**src/rtl/regfile_pkg.sv**
```systemverilog
// Shared widths and types for the 32 x 32-bit MIPS-style register file.
package regfile_pkg;

    localparam int unsigned REG_W      = 32;
    localparam int unsigned REG_ADDR_W = 5;
    localparam int unsigned REG_COUNT  = 32;

    localparam logic [4:0] ZERO_REG = 5'd0;

    typedef logic [4:0]  reg_addr_t;
    typedef logic [31:0] reg_data_t;

endpackage

```
**src/rtl/regfile_read_port.sv**
```systemverilog
// One asynchronous read port: array mux, register-0 forcing and, when
// REGFILE_BYPASS_EN is defined, write-through forwarding from port 3.
module regfile_read_port
    import regfile_pkg::*;
#(
    parameter int unsigned DATA_W = REG_W,
    parameter int unsigned ADDR_W = REG_ADDR_W
) (
    input  logic [DATA_W-1:0] regs_i [2**ADDR_W],
    input  logic [ADDR_W-1:0] ra_i,
    input  logic              rst_i,
    input  logic              we_i,
    input  logic [ADDR_W-1:0] wa_i,
    input  logic [DATA_W-1:0] wd_i,
    output logic [DATA_W-1:0] rd_o
);

    localparam logic [ADDR_W-1:0] ZERO_ADDR = ADDR_W'(ZERO_REG);

`ifdef REGFILE_BYPASS_EN
    logic fwd_hit;

    // Forward only a write that will actually commit at the coming edge.
    assign fwd_hit = we_i && !rst_i && (wa_i != ZERO_ADDR) && (wa_i == ra_i);

    always_comb begin
        rd_o = regs_i[ra_i];
        if (fwd_hit) begin
            rd_o = wd_i;
        end
        if (ra_i == ZERO_ADDR) begin
            rd_o = '0;
        end
    end
`else
    logic unused_write_side;

    assign unused_write_side = ^{rst_i, we_i, wa_i, wd_i};

    always_comb begin
        rd_o = regs_i[ra_i];
        if (ra_i == ZERO_ADDR) begin
            rd_o = '0;
        end
    end
`endif

endmodule

```
**src/rtl/regfile.sv**
```systemverilog
// Three-port register file: two combinational reads, one synchronous write.
// Optional write-through forwarding is enabled by defining REGFILE_BYPASS_EN.
module regfile
    import regfile_pkg::*;
#(
    parameter int unsigned DATA_W = REG_W,
    parameter int unsigned ADDR_W = REG_ADDR_W
) (
    input  logic              clk,
    input  logic              we3,
    input  logic              rst,
    input  logic [ADDR_W-1:0] ra1,
    input  logic [ADDR_W-1:0] ra2,
    input  logic [ADDR_W-1:0] wa3,
    input  logic [DATA_W-1:0] wd3,
    output logic [DATA_W-1:0] rd1,
    output logic [DATA_W-1:0] rd2
);

    localparam int unsigned      DEPTH     = 2**ADDR_W;
    localparam logic [ADDR_W-1:0] ZERO_ADDR = ADDR_W'(ZERO_REG);

    logic [DATA_W-1:0] regs_q [DEPTH];
    logic              wr_en_d;

    assign wr_en_d = we3 && (wa3 != ZERO_ADDR);

    // Reset is tested first so undefined write controls cannot reach the array.
    always_ff @(posedge clk) begin
        if (rst) begin
            for (int unsigned i = 0; i < DEPTH; i++) begin
                regs_q[i] <= '0;
            end
        end else if (wr_en_d) begin
            regs_q[wa3] <= wd3;
        end
    end

    regfile_read_port #(
        .DATA_W (DATA_W),
        .ADDR_W (ADDR_W)
    ) u_read_port1 (
        .regs_i (regs_q),
        .ra_i   (ra1),
        .rst_i  (rst),
        .we_i   (we3),
        .wa_i   (wa3),
        .wd_i   (wd3),
        .rd_o   (rd1)
    );

    regfile_read_port #(
        .DATA_W (DATA_W),
        .ADDR_W (ADDR_W)
    ) u_read_port2 (
        .regs_i (regs_q),
        .ra_i   (ra2),
        .rst_i  (rst),
        .we_i   (we3),
        .wa_i   (wa3),
        .wd_i   (wd3),
        .rd_o   (rd2)
    );

endmodule

```
**config.mk**
```make
export PLATFORM = sky130hd
export DESIGN_NAME = regfile
export DESIGN_NICKNAME = d
export VERILOG_FILES = /design/src/rtl/regfile_pkg.sv /design/src/rtl/regfile_read_port.sv /design/src/rtl/regfile.sv
export SDC_FILE = /design/constraint.sdc
export NUM_CORES = 2
export LEC_CHECK = 0
export CAP_MARGIN = 20
export CORE_UTILIZATION = 45
export DETAILED_ROUTE_END_ITERATION = 16
export PLACE_DENSITY = 0.6
export SETUP_SLACK_MARGIN = 0.5
export SLEW_MARGIN = 20
export SYNTH_ARGS = -nofsm -noshare
export SYNTH_HDL_FRONTEND = slang
export SYNTH_HIERARCHICAL = 1
export SYNTH_SLANG_ARGS = --single-unit
export TNS_END_PERCENT = 50
```
**constraint.sdc**
```tcl
create_clock -name clk -period 3.1 [get_ports clk]
set_input_delay 0.465 -clock clk [delete_from_list [all_inputs] [get_ports clk]]
set_output_delay 0.465 -clock clk [all_outputs]
set_load 0.03 [all_outputs]
```
Word level (Yosys, flattened, before mapping)
Index checks and enable logic that the tools add are counted.
Word-level totals
  register bits: 1024
  input port bits: 50
  output and inout port bits: 64
  logic and storage cells: 55
Cells by class
  $lt $le $gt $ge: 4
  mux-type cells: 11
  bitwise operators: 3
  reductions and logical operators: 5
Operator list (count)
  $bwmux 1024: 1
  $bmux 32 s5: 2
  $mux 32: 7
  $demux 32 s5: 1
  $ge 6x6->1 const B: 3
  $not 5->6: 3
  $logic_not 5->1: 2
  $lt 6x1->1 const B: 1
  $reduce_bool 5->1: 1
  $logic_and 1x1->1: 2

Depth between registers and ports, before layout
  depth after elaboration: 6
  depth in mapped cells: 7
  depth with buffers taken out: 4

Hierarchy
The synthesis kept the hierarchy.
By module, submodules not included
  regfile: instances 1, cells an instance 3432, area an instance 38863.5 µm², sequential area each 20499.7 µm²
  regfile_read_port: instances 2, cells an instance 664, area an instance 8368.0 µm², sequential area each 0.0 µm²

Least setup slack after synthesis
No wires, ideal clock.
  path type: input to output
  start point: in ra1[0]
  end point: out rd1[10]
  arrival time: 2266 ps
  data required time: 2635 ps
  slack: 369 ps
  cell stages on the path: 7
  path buffers: 4
  cell sequence: buf_4 -> inv_2 -> buf_4 -> buf_4 -> clkbuf_1 -> o2111ai_1 -> a311oi_1
On the way
  word-level cells in the longest chain between the ends: 5
  elaborated cells on any way between the ends: 6
  classes of those cells: 4 x mux; 1 x bitwise; 1 x reduce/logical
Ends and longest elaborated chain
  start, declared: line regfile.sv:12  | input logic [ADDR_W-1:0] ra1,
  $not 5->6 (not written as such): line regfile_read_port.sv:41  | rd_o = regs_i[ra_i];
  $bmux 32 s5: line regfile_read_port.sv:41
  $mux 32 (not written as such) (2 in a row): line regfile_read_port.sv:41
  $mux 32 (*): line regfile_read_port.sv:42  | if (ra_i == ZERO_ADDR) begin
  end, declared: line regfile.sv:16  | output logic [DATA_W-1:0] rd1,
Every way passes the cells marked *; elsewhere a longest branch is shown, timed or not. The select of a mux whose other input is x is not followed.

Worst setup path after layout
  start point: in ra1[4]
  end point: out rd1[18]
The elaborated chain is that of the path after synthesis.

==> metrics.csv <==
metric,value,unit
status,"complete, no violations",
area_growth,20.6,%
timing.final.crit_share,94.6,%
place.port_buffers,113,
clkPwrFrac,46.2,%
r2r_slack,2390,ps
synthSimpleGateAreaFrac,13.5,%
start_kind,primary input,
top_regs,regs_q (1024),
synth_xor_xnor_area_share,0,%
max_stage_delay,510,ps
fmax,0.341,GHz
synth_ff_type,dfxtp_1,
synthCells,4760,
synth.avg_cell_area,11.7,um2
dr.pass1.iters,7,
final_common_cell,mux2i_1,
crit_path_cell_trace,buf_2 > buf_4 > nand2b_2 > buf_8 > o21ai_1 > a311oi_2 > buf_12,
setup_ws,168,ps
avgRoutedWirePerCell,29.7,um
ff2ff_path_depth,3,
fin_area,0.0670,mm2
min_to,regs_q[986],
maxCapViolCount,0,
dpl-instance-area,0.0609,mm2
synth_nets,4810,
largest-register,regs_q,
dieArea,0.125,mm2
io_pins,114,
synth_top_area_share,36.9,%
post-route-util,54.9,%
switching_share,25.2,%
crit_required,2630,ps
path_max_fanout,16,
cts_max_level,3,
arrival,2470,ps
finalSetupTns,0,ps
insertion_delay,720,ps
cp_slowest_cell,a311oi_2,
finalHoldViolCount,0,
chipHeight,354,um
r2r-end,regs_q[310],
dp_slack,-6.64,ps
layout_common_cells,"1,120 x mux2i_1, 1,024 x nand2b_1, 980 x dfxtp_1",
grtUsageMet2,47.2,%
r2r_start,regs_q[310],
slew_headroom,22.5,%
die_w,354,um
ys_warn_count,6,
initial_core_util,45.5,%
grt_util_met3,6.05,%
fin_cells,6586,
grt_pass1_wl,284000,um
grt-ovfl-total,0,
nFillCells,10300,
yosysSeqAreaShare,36.9,%
worst_slew_pin_slew,1160,ps
synth_compound_area_share,4.81,%
path_buf_inv,4,
ys_top_cells_by_area,"dfxtp_1 37%, mux2i_1 20%, mux4_2 18%",
synthAdderAreaFrac,0,%
yosysTopAreaCell,dfxtp_1,
cell_internal_pwr,0.0237,W
clock_tree.root_cell,clkbuf_16,
drt_first_iter_violations,3848,
netlist_area,0.0556,mm2
core,0.122,mm2
min_from,rst,
numPlacedInstances,6316,
drt-vias-per-instance,6.11,
busiest_layer,met2,
numCtsBuffers,115,
rows,128,
end_kind,output port,
clk_path_buf_depth,3,
routed_wirelength,195000,um
criticalPathCategory,in2out,
muxShareOfSynthArea,39.6,%
drive_above_1_share,29.2,%
cts_sinks,1024,
cts_tree,yes,
holdPathStages,3,
p_sw,0.00799,W
pwr-share-seq,42.0,%
use_met1,43.9,%
clock_skew,0,ps
p_per_area,473,mW/mm2
timing.final.crit_period,2930,ps
antenna_found_initial,2,
largest_register_ffs,1024,
drc,0,
routabilityCongestion,0.831,
async_flop_share,0,%
ys_ff_latch,1024,
ant_nets,0,
grt_pass1_vias,39900,
ir_drop,539,uV
ys_types,35,
p_leak,30.2,nW
setup_violations,0,
p_comb_share,11.8,%
synth_top_family_by_area,multiplexers,
grt_max_degree,95,
rsz0062_at_grt,yes,
track_usage,30.8,%
dp_hpwl,118000,um
crit_family,buffers and inverters,
min_path_type,in2reg,
synth-edff-count,0,
path_clk_slew,60,ps
finalMaxSlewViolations,0,
num_vias,40300,
nNetsFinal,4914,
## what timing repair did
action                                  CTS  global route
setup buffers                            37             5
endpoints found under the setup margin   64            64
resized for setup                       190            81
pin swaps                                40            22
hold buffers                              0             0
gates cloned                             14             0
## tightest hold or removal path, cell delays in order
cell and delay, ps:
buf_8 190, nand2b_1 200, mux2i_1 110
## layout make-up
class | count | area [um2] | area share, %
Timing Repair Buffer | 508 | 6890 | 10.3
Tap cell | 1625 | 2030 | 3.03
Antenna cell | 2 | 5.00 | 0.00747
Sequential cell | 1024 | 20600 | 30.7
Clock buffer | 164 | 3470 | 5.17
Inverter | 2 | 12.5 | 0.0187
Clock inverter | 48 | 593 | 0.885
Multi-Input combinational cell | 3213 | 33500 | 49.9
## stage by stage
stage	hold slack [ps]	power, W
final	343	0.0317
after global routing	333	0.0325
after CTS	297	0.0318
after detailed placement	471	0.0170
after global placement	464	0.0170
after floorplan	451	0.0155
## power groups by stage
stage,clock network [W],registers [W],logic (W)
after CTS,0.0148,0.0133,0.00365
final,0.0147,0.0133,0.00373
after global placement,0,0.0136,0.00338
after floorplan,0,0.0136,0.00189
after global routing,0.0153,0.0133,0.00383
after detailed placement,0,0.0136,0.00338
## kinds of logic (layout without fill, tap and decap cells)
family                 count (synthesis)  count (layout)
muxes                               1632            1632
DFF                                 1024            1024
other                                  0               2
and+or+nand+nor                     1213            1213
AOI/OAI and AO/OA                    368             368
buffers and inverters                523             722
## per-layer routing
| metal | share of wire, % | up-vias | wire (um) |
|---|---|---|---|
| met5 | 0 | - | 0 |
| met4 | 2.7 | 0 | 5250 |
| met3 | 8.1 | 311 | 15800 |
| met2 | 45 | 1547 | 87600 |
| met1 | 44 | 20800 | 86900 |
| li1 | - | 17600 | - |
## synthesized netlist by cell type (all sizes together) (3+ instances only)
cell type,instances
a211oi,64
a221oi,48
a22oi,64
a311oi,64
and2,4
and4b,3
and4bb,3
buf,263
clkbuf,258
dfxtp,1024
mux2,64
mux2i,1120
mux4,448
nand2,62
nand2b,1026
nor2,7
nor2b,102
o2111ai,16
o21ai,112
## worst max-delay path by stage
| stage | start | to | slack, ps | cells after the start |
|---|---|---|---|---|
| final | ra1[4] | rd1[18] | 170 | 7 |
| after global routing | regs_q[544] | rd2[0] | 170 | 6 |
| after CTS | regs_q[899] | rd2[3] | 190 | 7 |
| after detailed placement | ra1[4] | rd1[11] | -7 | 8 |
| after global placement | ra1[4] | rd1[11] | -50 | 8 |
| after floorplan | ra2[1] | rd2[20] | 380 | 7 |
(Power assumes the default switching activity.)
